`config.mk`:
```
export PLATFORM = sky130hd
export DESIGN_NAME = shell_control
export DESIGN_NICKNAME = d
export VERILOG_FILES = /design/src/rtl/shell_control.sv
export SDC_FILE = /design/constraint.sdc
export NUM_CORES = 1
export LEC_CHECK = 0
export CAP_MARGIN = 20
export CELL_PAD_IN_SITES_DETAIL_PLACEMENT = 0
export CELL_PAD_IN_SITES_GLOBAL_PLACEMENT = 2
export CORE_MARGIN = 2
export CORE_UTILIZATION = 24
export CTS_CLUSTER_DIAMETER = 80
export DETAILED_ROUTE_END_ITERATION = 6
export PLACE_DENSITY_LB_ADDON = 0.3
export SYNTH_ARGS = -nofsm -noshare
export SYNTH_HDL_FRONTEND = slang
export SYNTH_SLANG_ARGS = --single-unit
```
`constraint.sdc`:
```
create_clock -name clk_i -period 1.75 [get_ports clk_i]
set_input_delay 0.525 -clock clk_i [delete_from_list [all_inputs] [get_ports clk_i]]
set_output_delay 0.525 -clock clk_i [all_outputs]
set_load 0.03 [all_outputs]
```
`src/rtl/shell_control.sv`:
```
// -----------------------------------------------------------------------------
// shell_control
//
// Purpose:
//   Flies one shell per tank across a (X_MAX+1) x (Y_MAX+1) grid. A rising
//   edge on the fire request launches a shell from the tank's position and
//   heading. The shell advances one cell per move_tick strobe until it either
//   leaves the grid (silently retired) or lands on the live target cell. A hit
//   raises a one-clock hit pulse and holds an explosion for EXPLODE_TICKS
//   move_ticks before the block re-arms. The busy flag (shell_state_o) is the
//   tank controller's shell feedback.
//
// Ports:
//   clk_i           system clock
//   rst_i           synchronous active-high reset
//   move_tick_i     one-clock strobe; the shell advances one cell per strobe
//   shell_sht_i     fire request (level); only its rising edge launches
//   tank_x_i/_y_i   tank position, sampled on the fire cycle only
//   tank_dir_i      tank heading: 00 up, 01 down, 10 left, 11 right
//   target_valid_i  target cell is live
//   target_x_i/_y_i target cell, read live every cycle
//   shell_x_o/_y_o  current shell cell (holds last value while idle)
//   shell_dir_o     latched flight direction
//   shell_state_o   1 while a shell is flying or exploding
//   shell_hit_o     one-clock pulse when the shell hits the target
//   explode_o       1 while the explosion is being held
// -----------------------------------------------------------------------------
module shell_control #(
    parameter int X_MAX         = 24,
    parameter int Y_MAX         = 12,
    parameter int EXPLODE_TICKS = 3
) (
    input  logic       clk_i,
    input  logic       rst_i,
    input  logic       move_tick_i,
    input  logic       shell_sht_i,
    input  logic [4:0] tank_x_i,
    input  logic [4:0] tank_y_i,
    input  logic [1:0] tank_dir_i,
    input  logic       target_valid_i,
    input  logic [4:0] target_x_i,
    input  logic [4:0] target_y_i,
    output logic [4:0] shell_x_o,
    output logic [4:0] shell_y_o,
    output logic [1:0] shell_dir_o,
    output logic       shell_state_o,
    output logic       shell_hit_o,
    output logic       explode_o
);

    typedef enum logic [1:0] {
        IDLE    = 2'd0,
        FLY     = 2'd1,
        EXPLODE = 2'd2
    } state_t;

    typedef enum logic [1:0] {
        DIR_UP    = 2'b00,
        DIR_DOWN  = 2'b01,
        DIR_LEFT  = 2'b10,
        DIR_RIGHT = 2'b11
    } dir_t;

    localparam logic [4:0] X_LAST = 5'(X_MAX);
    localparam logic [4:0] Y_LAST = 5'(Y_MAX);

    // The explosion counter runs 0..EXPLODE_TICKS-1; the tick seen while it
    // holds the last value ends the explosion.
    localparam int             CNT_W    = (EXPLODE_TICKS > 1) ? $clog2(EXPLODE_TICKS) : 1;
    localparam logic [CNT_W-1:0] CNT_LAST = CNT_W'(EXPLODE_TICKS - 1);

    state_t           state_q;
    logic             shtDly_q;
    logic [4:0]       shellX_q;
    logic [4:0]       shellY_q;
    logic [1:0]       shellDir_q;
    logic             shellState_q;
    logic             shellHit_q;
    logic             explode_q;
    logic [CNT_W-1:0] tickCnt_q;

    logic             fire;
    logic             targetHit;
    logic             leavesGrid;
    logic [4:0]       shellX_d;
    logic [4:0]       shellY_d;

    // Fire detection, hit detection against the current cell, and the
    // candidate next cell. The bound check is done before any step so a
    // shell at the edge never computes a wrapped coordinate.
    always_comb begin
        fire       = shell_sht_i & ~shtDly_q;
        targetHit  = target_valid_i && (shellX_q == target_x_i) && (shellY_q == target_y_i);
        leavesGrid = 1'b0;
        shellX_d   = shellX_q;
        shellY_d   = shellY_q;
        case (shellDir_q)
            DIR_UP: begin
                if (shellY_q == 5'd0) leavesGrid = 1'b1;
                else                  shellY_d   = shellY_q - 5'd1;
            end
            DIR_DOWN: begin
                if (shellY_q == Y_LAST) leavesGrid = 1'b1;
                else                    shellY_d   = shellY_q + 5'd1;
            end
            DIR_LEFT: begin
                if (shellX_q == 5'd0) leavesGrid = 1'b1;
                else                  shellX_d   = shellX_q - 5'd1;
            end
            default: begin
                if (shellX_q == X_LAST) leavesGrid = 1'b1;
                else                    shellX_d   = shellX_q + 5'd1;
            end
        endcase
    end

    // Shell flight FSM with all outputs registered. The fire-edge history is
    // tracked in every state so a request held through re-arm cannot refire.
    // In FLY the hit check has priority over movement, which also makes a
    // shell spawned on the target cell hit without moving.
    always_ff @(posedge clk_i) begin
        if (rst_i) begin
            state_q      <= IDLE;
            shtDly_q     <= 1'b0;
            shellX_q     <= 5'd0;
            shellY_q     <= 5'd0;
            shellDir_q   <= 2'b00;
            shellState_q <= 1'b0;
            shellHit_q   <= 1'b0;
            explode_q    <= 1'b0;
            tickCnt_q    <= '0;
        end else begin
            shtDly_q   <= shell_sht_i;
            shellHit_q <= 1'b0;
            case (state_q)
                IDLE: begin
                    if (fire) begin
                        shellX_q     <= tank_x_i;
                        shellY_q     <= tank_y_i;
                        shellDir_q   <= tank_dir_i;
                        shellState_q <= 1'b1;
                        state_q      <= FLY;
                    end
                end
                FLY: begin
                    if (targetHit) begin
                        shellHit_q <= 1'b1;
                        explode_q  <= 1'b1;
                        tickCnt_q  <= '0;
                        state_q    <= EXPLODE;
                    end else if (move_tick_i) begin
                        if (leavesGrid) begin
                            shellState_q <= 1'b0;
                            state_q      <= IDLE;
                        end else begin
                            shellX_q <= shellX_d;
                            shellY_q <= shellY_d;
                        end
                    end
                end
                EXPLODE: begin
                    if (move_tick_i) begin
                        if (tickCnt_q == CNT_LAST) begin
                            explode_q    <= 1'b0;
                            shellState_q <= 1'b0;
                            tickCnt_q    <= '0;
                            state_q      <= IDLE;
                        end else begin
                            tickCnt_q <= tickCnt_q + 1'b1;
                        end
                    end
                end
                default: begin
                    explode_q    <= 1'b0;
                    shellState_q <= 1'b0;
                    tickCnt_q    <= '0;
                    state_q      <= IDLE;
                end
            endcase
        end
    end

    assign shell_x_o     = shellX_q;
    assign shell_y_o     = shellY_q;
    assign shell_dir_o   = shellDir_q;
    assign shell_state_o = shellState_q;
    assign shell_hit_o   = shellHit_q;
    assign explode_o     = explode_q;

endmodule

```
==> run metrics <==
Crit. End Element=flip-flop; effective utilization at floorplan=24.7%; launch instance of the worst register-to-register path=shell_dir_o[0]; top library cells by usage in the layout, fill and taps aside=buf_4 (26), nand2_1 (18), dlygate4sd2_1 (18); total CTS buffers=3; count of endpoints failing hold in the final timing report=0; classification of the worst-slack hold path=flip-flop to flip-flop; Pwr per Cell Area=690 nW/um^2; count of filler cells inserted in the layout=557; final-report setup violation count=8; register cell area after layout=429 sq um; summed instance area of the synthesized netlist=1360 sq um; die extent in x=79.3 microns; H-tree depth=1; I/O pins=42; number of hold buffers added after cts=0; CP Cell Sequence=or3_4, a2111oi_4, or2_1, or2_4, a21oi_2, a2111oi_2; number of placement rows=27; Final GP Congestion=0.807; Post-DP HPWL=3350 microns; share of the yosys chip area belonging to registers=29.4%; RSZ-0062 raised after global routing=true; asr flop ratio synth=0%; clock period minus final worst setup slack=1.89 ns; Worst VDD drop=283 uV; dpl cells=296; final-report max-slew violation count=0; highest clock frequency the design can meet=529 MHz; leakage dissipation=0.993 nW; violations in the final reports=negative setup slack; global route total overflow=0; Num Clock Sinks=20; average vias per placed instance=4.65; final wirelength=4400 microns; WL met3=143 microns; predominant post-synthesis flop cell=dfxtp_1; Longest Clk Path Bufs=2; first-pass GRT wire length=7290 microns; Worst Reg-to-Reg Cells=6; worst-case register-to-register setup slack=-0.14 ns; top post-synthesis cells by area=dfxtp_1 (29%), xnor2_1 (11%), ha_1 (5.5%); post-place setup slack=-0.556 ns; RR Endpoint=shell_y_o[2]; Required @ worst endpoint=1.89 ns; met2 WL post-DR=2140 microns; MaxCap Viol Count=0; Die Span Y=79.3 microns; worst-skew pair later-pin latency=0.25 ns; total vias in the final route=1,432; Antenna Diode Count=0; DRC violations left=0; slowest library cell on the worst path=or3_4; clock root buffer=clkbuf_8; final worst slack=-0.140 ns; Critical Path Fanout Max=7; share of post-route cells with drive strength above 1=37.7%; number of synthesized flops with an enable pin=0; routed length per instance=14.3 microns; cells after synthesis=163; final worst path period share=108%; number of cells on the worst hold path=2; wl on met1=2080 microns; largest area contributor in the netlist=dfxtp_1; clock transition at the registers of the reported paths=0.08 ns; status=finished, violations left; Nets=272; vias in the first global route=1,592; Max-Slew Margin vs Limit=76.6%; non-filler instance count after layout=308; critical path data arrival time=2.03 ns; final hold slack=0.477 ns; area of the core=5510 sq um; Min-Delay Startpoint=shell_state_o; Syn Area/Cell=8.34 sq um; die area=6290 sq um; initial antenna violation count=0; area of combinational cells with multiple inputs=1110 sq um; Yosys Warn Count=0; WS Path Type=flip-flop to flip-flop; top-area cell type share of the netlist area=29.4%; ANT nets after route=0; timing startpoint of the critical path=shell_dir_o[0]; number of buffers added on ports=41; CP max stage delay=0.38 ns; most frequent standard cell in the layout excluding fill and tap cells=buf_4; Layout Area Growth over Synthesis=74.1%; Setup Skew=0.00264 ns; uppermost metal layer occupied by signal nets=met4; largest net degree at the start of global routing=15; Distinct cells, synth=45; Syn Nets=198; Final Total Pwr=1.64 mW; transition at the pin with the smallest max-transition slack=0.351 ns; violation count after the first detailed-route iteration=37; startpoint class of the critical path=flip-flop; gr usage total=14.5%; number of detailed-routing iterations run before antenna repair=4; CTS tree=built; number of synthesized register bits=20; end of the worst hold path=shell_state_o
==> report_power, final <==
group	internal, mW	leakage [nW]	switching (mW)
clock network	0.162	0.0228	0.153
logic	0.397	0.800	0.368
registers	0.495	0.170	0.0598
==> cell usage after synthesis (2+ instances only) <==
cell	n
dfxtp_1	20
nor2_1	19
nand2_1	18
xnor2_1	17
a21oi_1	9
o21ai_0	7
ha_1	6
a311oi_1	5
inv_1	5
mux2i_1	5
clkbuf_1	4
a21o_1	3
nand3_1	3
nand4_1	3
a2111oi_2	2
a31oi_1	2
fa_1	2
nand2b_1	2
nor2b_1	2
nor3_1	2
nor3b_1	2
o211ai_1	2
==> critical path, delay by kind of cell (launching register included) <==
kind / cells / cell delay, ns
simple gates: 3 / 0.69
compound gates: 3 / 0.72
flops: 1 / 0.37
==> routing by layer <==
metal,GRT usage (%),vias to the layer above
li1,-,725
met1,19.0,676
met2,24.4,29
met3,2.61,2
met4,4.14,0
met5,0,-
==> metrics by stage <==
step	area (sq um)	TNS (ns)	util [%]
2_1_floorplan	1420	-0.219	-
3_5_place_dp	2100	-8.57	38.2
6_report	2370	-0.565	43.0
3_3_place_gp	2100	-8.03	38.2
5_1_grt	2370	-1.70	43.0
4_1_cts	2280	-0.569	41.4
==> repair_timing <==
item,CTS,global route
hold endpoints to repair,0,0
setup buffers,7,1
pin swaps,28,23
resized for setup,54,28
endpoints found under the setup margin,34,17
==> final cells by class <==
cell class              instances  share of cell area (%)
multi-input cells             132                    46.8
well taps                      72                    3.80
inverters                       6                   0.951
clock buffers                   4                    1.90
repair buffers                 74                    28.5
flip-flops and latches         20                    18.1
==> kinds of logic (layout without fill, tap and decap cells) <==
kind of cell	Yosys count	in the layout	synth area share (%)
AND/OR/NAND/NOR	62	62	22.5
AO/OA/AOI/OAI	38	38	19.9
flip-flops	20	20	29.4
XOR/XNOR	18	18	11.6
buffers and inverters	11	84	3.59
adder cells (fa/ha/maj)	8	8	8.46
multiplexers	6	6	4.51
==> worst max path at each step <==
stage | end | depth (start not counted)
final | shell_y_o[2] | 6
after global routing | shell_y_o[2] | 6
after CTS | shell_y_o[2] | 6
after detailed placement | shell_y_o[2] | 7
after global placement | shell_y_o[1] | 6
after floorplan | shell_x_o[4] | 8
==> flip-flops by register name, summed over array words and instances, names as in the netlist, 2 cells and up <==
register,count
shell_dir_o,2
shell_x_o,5
shell_y_o,5
state_q,2
tickCnt_q,2
(Power assumes the default switching activity.)
